`src/rtl/l2_mem_bridge_pkg.sv`:
```
`default_nettype none
// ============================================================================
// Module      : l2_mem_bridge_pkg
// Description : Shared widths, defaults and FSM state encoding for the
//               L2-to-DRAM beat bridge.
// Revision    : 1.0 - initial release
// ============================================================================
package l2_mem_bridge_pkg;

    localparam int MEM_BEAT_BITS = 64;
    localparam int L2_LINE_BITS  = 512;
    localparam int MEM_BEATS     = L2_LINE_BITS / MEM_BEAT_BITS;
    localparam int MEM_TIMEOUT   = 1023;

    // One transaction in flight: accept, command, then either push or collect beats
    typedef enum logic [2:0] {
        IDLE  = 3'd0,
        CMD   = 3'd1,
        WDATA = 3'd2,
        RDATA = 3'd3,
        RESP  = 3'd4
    } bridge_state_e;

endpackage
`default_nettype wire

```
`src/rtl/mem_line_beat_buf.sv`:
```
`default_nettype none
// ============================================================================
// Module      : mem_line_beat_buf
// Description : Line register with a beat-indexed read port (writeback path)
//               and a beat-indexed write port (refill path), plus the shared
//               beat counter. BEATS must be at least 2.
// Revision    : 1.0 - initial release
// ============================================================================
module mem_line_beat_buf
    import l2_mem_bridge_pkg::*;
#(
    parameter  int BEATS = MEM_BEATS,
    localparam int CNT_W = $clog2(BEATS)
) (
    input  logic                           clk,
    input  logic                           rst,
    input  logic                           i_load,
    input  logic [BEATS*MEM_BEAT_BITS-1:0] i_load_data,
    input  logic                           i_cnt_clr,
    input  logic                           i_beat_wr,
    input  logic [MEM_BEAT_BITS-1:0]       i_beat_wdata,
    input  logic                           i_beat_adv,
    output logic [BEATS*MEM_BEAT_BITS-1:0] o_line,
    output logic [CNT_W-1:0]               o_cnt,
    output logic [MEM_BEAT_BITS-1:0]       o_beat_rdata
);

    logic [BEATS*MEM_BEAT_BITS-1:0] r_line;
    logic [CNT_W-1:0]               r_cnt;
    logic [CNT_W-1:0]               w_cnt_inc;

    // Wrap explicitly so non-power-of-two beat counts still index correctly
    assign w_cnt_inc = (r_cnt == CNT_W'(BEATS - 1)) ? '0 : r_cnt + 1'b1;

    // Whole-line load on request accept; single-beat overwrite on refill data
    always_ff @(posedge clk) begin
        if (rst) begin
            r_line <= '0;
        end else if (i_load) begin
            r_line <= i_load_data;
        end else if (i_beat_wr) begin
            r_line[int'(r_cnt)*MEM_BEAT_BITS +: MEM_BEAT_BITS] <= i_beat_wdata;
        end
    end

    // Beat index, stepped by either a written refill beat or a sent writeback beat
    always_ff @(posedge clk) begin
        if (rst) begin
            r_cnt <= '0;
        end else if (i_cnt_clr) begin
            r_cnt <= '0;
        end else if (i_beat_wr || i_beat_adv) begin
            r_cnt <= w_cnt_inc;
        end
    end

    assign o_line       = r_line;
    assign o_cnt        = r_cnt;
    assign o_beat_rdata = r_line[int'(r_cnt)*MEM_BEAT_BITS +: MEM_BEAT_BITS];

endmodule
`default_nettype wire

```
`src/rtl/l2_mem_bridge.sv`:
```
`default_nettype none
// ============================================================================
// Module      : l2_mem_bridge
// Description : Serialises single-line L2 requests onto a 64-bit DRAM beat
//               bus (one command + BEATS beats) and reassembles refill beats
//               into a line. One transaction outstanding; a watchdog bounds
//               the gap between refill beats.
// Revision    : 1.0 - initial release
// ============================================================================
module l2_mem_bridge
    import l2_mem_bridge_pkg::*;
#(
    parameter int BEATS   = MEM_BEATS,
    parameter int TIMEOUT = MEM_TIMEOUT
) (
    input  logic                           clk,
    input  logic                           rst,
    input  logic                           mem_req_valid_i,
    input  logic [31:0]                    mem_req_addr_i,
    input  logic                           mem_req_we_i,
    input  logic [BEATS*MEM_BEAT_BITS-1:0] mem_req_data_i,
    output logic                           mem_req_ready_o,
    output logic                           mem_resp_valid_o,
    output logic [BEATS*MEM_BEAT_BITS-1:0] mem_resp_data_o,
    output logic                           mem_resp_error_o,
    input  logic                           mem_resp_ready_i,
    output logic                           bus_cmd_valid_o,
    input  logic                           bus_cmd_ready_i,
    output logic [31:0]                    bus_cmd_addr_o,
    output logic                           bus_cmd_we_o,
    output logic                           bus_wvalid_o,
    input  logic                           bus_wready_i,
    output logic [MEM_BEAT_BITS-1:0]       bus_wdata_o,
    output logic                           bus_wlast_o,
    input  logic                           bus_rvalid_i,
    output logic                           bus_rready_o,
    input  logic [MEM_BEAT_BITS-1:0]       bus_rdata_i,
    input  logic                           bus_rerror_i,
    input  logic                           bus_rlast_i
);

    localparam int CNT_W = $clog2(BEATS);
    localparam int WD_W  = $clog2(TIMEOUT + 1);

    bridge_state_e    r_state;
    bridge_state_e    w_state_nxt;
    logic [31:0]      r_addr;
    logic             r_we;
    logic             r_err;
    logic [WD_W-1:0]  r_wdog;
    logic [WD_W-1:0]  w_wdog_inc;
    logic [CNT_W-1:0] w_cnt;
    logic             w_last;
    logic             w_req_fire;
    logic             w_cmd_fire;
    logic             w_wbeat;
    logic             w_rbeat;
    logic             w_wdog_expire;

    assign w_last        = (w_cnt == CNT_W'(BEATS - 1));
    assign w_req_fire    = (r_state == IDLE)  && mem_req_valid_i;
    assign w_cmd_fire    = (r_state == CMD)   && bus_cmd_ready_i;
    assign w_wbeat       = (r_state == WDATA) && bus_wready_i;
    assign w_rbeat       = (r_state == RDATA) && bus_rvalid_i;
    assign w_wdog_inc    = (r_wdog == WD_W'(TIMEOUT)) ? r_wdog : r_wdog + 1'b1;
    // Abort on the edge where the idle count reaches TIMEOUT
    assign w_wdog_expire = (r_state == RDATA) && !bus_rvalid_i &&
                           (w_wdog_inc == WD_W'(TIMEOUT));

    mem_line_beat_buf #(
        .BEATS (BEATS)
    ) u_buf (
        .clk          (clk),
        .rst          (rst),
        .i_load       (w_req_fire),
        .i_load_data  (mem_req_data_i),
        .i_cnt_clr    (w_req_fire || w_cmd_fire),
        .i_beat_wr    (w_rbeat),
        .i_beat_wdata (bus_rdata_i),
        .i_beat_adv   (w_wbeat),
        .o_line       (mem_resp_data_o),
        .o_cnt        (w_cnt),
        .o_beat_rdata (bus_wdata_o)
    );

    // State register
    always_ff @(posedge clk) begin
        if (rst) begin
            r_state <= IDLE;
        end else begin
            r_state <= w_state_nxt;
        end
    end

    // Next-state and handshake outputs, all decoded from registered state
    always_comb begin
        w_state_nxt      = r_state;
        mem_req_ready_o  = 1'b0;
        mem_resp_valid_o = 1'b0;
        bus_cmd_valid_o  = 1'b0;
        bus_wvalid_o     = 1'b0;
        bus_wlast_o      = 1'b0;
        bus_rready_o     = 1'b0;
        case (r_state)
            IDLE: begin
                mem_req_ready_o = 1'b1;
                if (mem_req_valid_i) w_state_nxt = CMD;
            end
            CMD: begin
                bus_cmd_valid_o = 1'b1;
                if (bus_cmd_ready_i) w_state_nxt = r_we ? WDATA : RDATA;
            end
            WDATA: begin
                bus_wvalid_o = 1'b1;
                bus_wlast_o  = w_last;
                if (bus_wready_i && w_last) w_state_nxt = IDLE;
            end
            RDATA: begin
                bus_rready_o = 1'b1;
                if ((bus_rvalid_i && w_last) || w_wdog_expire) w_state_nxt = RESP;
            end
            RESP: begin
                mem_resp_valid_o = 1'b1;
                if (mem_resp_ready_i) w_state_nxt = IDLE;
            end
            default: w_state_nxt = IDLE;
        endcase
    end

    // Command fields captured at request accept; offset bits are dropped
    always_ff @(posedge clk) begin
        if (rst) begin
            r_addr <= '0;
            r_we   <= 1'b0;
        end else if (w_req_fire) begin
            r_addr <= mem_req_addr_i & ~32'h0000_003F;
            r_we   <= mem_req_we_i;
        end
    end

    // Refill error flag and inter-beat watchdog, both restarted at the command
    always_ff @(posedge clk) begin
        if (rst) begin
            r_err  <= 1'b0;
            r_wdog <= '0;
        end else if (w_cmd_fire) begin
            r_err  <= 1'b0;
            r_wdog <= '0;
        end else if (r_state == RDATA) begin
            if (bus_rvalid_i) begin
                r_wdog <= '0;
                r_err  <= r_err | bus_rerror_i | (bus_rlast_i != w_last);
            end else begin
                r_wdog <= w_wdog_inc;
                if (w_wdog_expire) r_err <= 1'b1;
            end
        end
    end

    assign bus_cmd_addr_o   = r_addr;
    assign bus_cmd_we_o     = r_we;
    assign mem_resp_error_o = r_err;

endmodule
`default_nettype wire

```
`config.mk`:
```
export PLATFORM = sky130hd
export DESIGN_NAME = l2_mem_bridge
export DESIGN_NICKNAME = d
export VERILOG_FILES = /design/src/rtl/l2_mem_bridge_pkg.sv /design/src/rtl/mem_line_beat_buf.sv /design/src/rtl/l2_mem_bridge.sv
export SDC_FILE = /design/constraint.sdc
export NUM_CORES = 1
export LEC_CHECK = 0
export ABC_AREA = 1
export CORE_AREA = 2 2 485 487
export CTS_CLUSTER_SIZE = 30
export DETAILED_ROUTE_END_ITERATION = 10
export DIE_AREA = 0 0 487 489
export PLACE_DENSITY_LB_ADDON = 0.3
export SLEW_MARGIN = 20
export SYNTH_ARGS = -nofsm -noshare
export SYNTH_HDL_FRONTEND = slang
export SYNTH_HIERARCHICAL = 1
export SYNTH_SLANG_ARGS = --single-unit
```
`constraint.sdc`:
```
create_clock -name clk -period 5.3 [get_ports clk]
set_input_delay 1.59 -clock clk [delete_from_list [all_inputs] [get_ports clk]]
set_output_delay 1.59 -clock clk [all_outputs]
set_load 0.005 [all_outputs]
```
==> impl_metrics.py <==
metrics = {
    "yosys": {
        "synth_edf_count": 0,
        "ys_warn_count": 6,
        "async_flop_share_pct": 0,
        "syn-cell-area_um2": 32790,
        "seq_area_frac_synth_pct": 33.95,
        "avgSynthCellArea_um2": 5.756,
        "synthCells": 5696,
        "ys_types": 35,
        "synth_flop_cell": "dfxtp_1",
        "synth_seq_cells": 556,
    },
    "clocking": {
        "cts-root-buf": "clkbuf_16",
        "cts_buffer_depth": 3,
        "h-tree-depth": 3,
        "cts_tree": "built",
        "numClockSinks": 556,
        "cts_inserted_buffers": 86,
        "clock_latency_ns": 0.73,
        "clk_pin_slew_ns": 0.06,
        "holdBufCountCts": 0,
    },
    "drt": {
        "wire_per_inst_um": 34.77,
        "drtIter0Drc": 3750,
        "totalWireLength_um": 343900,
        "ant_nets": 0,
        "wl_met2_um": 173700,
        "via_per_inst": 4.490,
        "drc": 0,
        "drt_first_pass_iters": 6,
        "vias": 44408,
        "route.met3.wl_um": 25430,
        "top_layer": "met5",
        "m1WireLength_um": 117400,
    },
    "die": {
        "die_width_um": 487,
        "initial_core_util_pct": 14.03,
        "die_area_um2": 238100,
        "core_area_um2": 233600,
        "die_h_um": 489,
        "ioPinCount": 1234,
        "rows": 178,
    },
    "run_status": {
        "status": "complete, no violations",
    },
    "pwr": {
        "powerDensity_nw_per_um2": 494.8,
        "leakagePower_nw": 21.60,
        "peakVddDrop_v": 0.0002405,
    },
    "placed_design": {
        "place_inst": 9697,
        "dp_slack_ns": 0.6897,
        "globalplace.congestion": 0.9534,
        "dp_hpwl_um": 270700,
        "io_buffers": 1221,
    },
    "sta": {
        "skew_ns": 0.03905,
        "relSlewSlack_pct": 16.97,
        "fin_tns_setup_ns": 0,
        "tightest_slew_ns": 1.245,
        "layout_setup_ws_ns": 0.03213,
        "finalHoldViolations": 0,
        "grt_setup_unrepaired": "no",
        "maxSlewViolCount": 0,
        "setup_violations": 0,
        "period_share_pct": 99.39,
        "fmax_mhz": 189.8,
        "layout_min_cycle_time_ns": 5.268,
    },
    "grt": {
        "grt_use_total_pct": 27.67,
        "grt_pass1_vias": 43986,
        "overflow": 0,
        "grt_max_degree": 122,
        "antenna_found_initial": 59,
        "grt_pass1_wl_um": 436400,
    },
    "hold_path": {
        "hold_path.class": "reg2reg",
    },
    "layout": {
        "final_cell_mix": "nand2_1 (2,029), clkdlybuf4s50_1 (1,220), nor2_1 (1,170), dfxtp_1 (553), o21ai_0 (529)",
        "fin_util_pct": 22.15,
        "fillerInstances": 26633,
        "final_common_cell": "nand2_1",
        "drive_above_1_share_pct": 5.650,
        "stdcell_count": 9890,
        "area_growth_pct": 57.86,
        "nNetsFinal": 7349,
    },
    "setup_path": {
        "critical-path-max-stage-delay_ns": 0.56,
        "crit_chain": "buf_12 -> buf_4 -> o21ai_0 -> o21ai_1 -> buf_4 -> nand2_1 -> nand2_1 -> clkdlybuf4s50_1",
        "critPathBufInv": 4,
        "worst-path-max-fanout": 93,
        "arrival_ns": 3.68,
        "worstSetupEndpointType": "primary output",
        "worstSetupPathType": "reg2out",
        "crit_required_ns": 3.71,
        "startpoint_type": "flop",
        "slowest_stage": "clkdlybuf4s50_1",
        "critPathTopFamily": "buffers and inverters",
    },
    "run": {
        "max_cap_violations": 0,
    },
}
-- path summary, 6_finish.rpt --
kind / to / startpoint / slack [ns] / cells past startpoint
max: bus_wdata_o[29] / u_buf/o_cnt[0] / 0.03 / 8
min reg2reg: u_buf/o_line[290] / u_buf/o_line[290] / 0.48 / 2
max reg2reg: u_buf/o_line[111] / u_buf/o_cnt[1] / 1.31 / 10
min: u_buf/o_line[290] / u_buf/o_line[290] / 0.48 / 2
-- repair_timing --
action | in CTS | in global routing
cloned | 0 | 0
resized for setup | 1 | 1
setup endpoints to repair | 1 | 1
setup buffers | 0 | 0
-- sequential cells by signal, summed over array words and instances, names as in the netlist --
signal / cells
bus_cmd_we_o: 1
u_buf/o_cnt: 3
r_state: 3
r_wdog: 10
mem_resp_error_o: 1
bus_cmd_addr_o: 26
u_buf/o_line: 512
-- Yosys cell counts (all sizes together), types with 2 or more instances --
cell       n  area share (%)
nand3    305             4.8
nand4     66             1.3
inv      168             1.9
nor3       5           0.076
clkbuf   232             2.7
nor2    1187              14
xnor2      2           0.053
o22ai     60             1.1
buf      224             3.8
a211oi     2           0.046
a21oi    214             3.3
nand2   2051              24
a31oi      4           0.076
o21ai    608             9.3
dfxtp    556              34
ha         6            0.23
-- per-layer routing --
| metal | GRT usage (%) | vias to the layer above |
|---|---|---|
| met5 | 0 | - |
| met4 | 19.51 | 38 |
| met3 | 6.863 | 545 |
| met2 | 50.33 | 2143 |
| met1 | 27.50 | 21484 |
| li1 | - | 20198 |
-- worst min-delay path: cells and delay by family (launching register included) --
family	cells	cell delay, ns
DFF	1	0.32
and+or+nand+nor	1	0.06
AOI/OAI and AO/OA	1	0.05
-- cell type report --
cell class	count	area (um^2)	share of cell area (%)
Clock inverter	34	347.8	0.6721
Multi-Input combinational cell	4520	19110	36.92
Tap cell	3060	3829	7.398
Sequential cell	556	11140	21.53
Clock buffer	126	2576	4.978
Antenna cell	33	82.58	0.1596
Inverter	169	670.6	1.296
Timing Repair Buffer	1392	14000	27.04
-- power breakdown --
group | leakage, nW | switching (mW) | total (mW) | internal [mW]
clock network | 1.44 | 2.55 | 6.17 | 3.61
logic | 15.6 | 8.40 | 12.8 | 4.44
registers | 4.55 | 1.31 | 6.60 | 5.29
-- through the flow --
stage          power [mW]  instance area, um^2  hold WS (ns)
4_1_cts             25.89                51670        0.4779
3_5_place_dp        19.57                48740        0.4700
2_1_floorplan       10.90                32810        0.4603
6_report            25.61                51760        0.4792
5_1_grt             26.75                51710        0.5101
3_3_place_gp        19.60                48740        0.4683
-- logic make-up (layout without fill, tap and decap cells) --
group                      count (synthesis)  count (layout)  synth area share, %
other                                      1              39              0.01144
DFF                                      556             556                33.95
AOI/OAI and AO/OA                        890             890                13.91
and+or+nand+nor                         3615            3615                43.47
buffers and inverters                    625            1721                8.350
adders and majority gates                  6               6               0.2290
xor gates and xnor gates                   3               3              0.08016
Note: power is estimated with default switching activity, not from simulation.
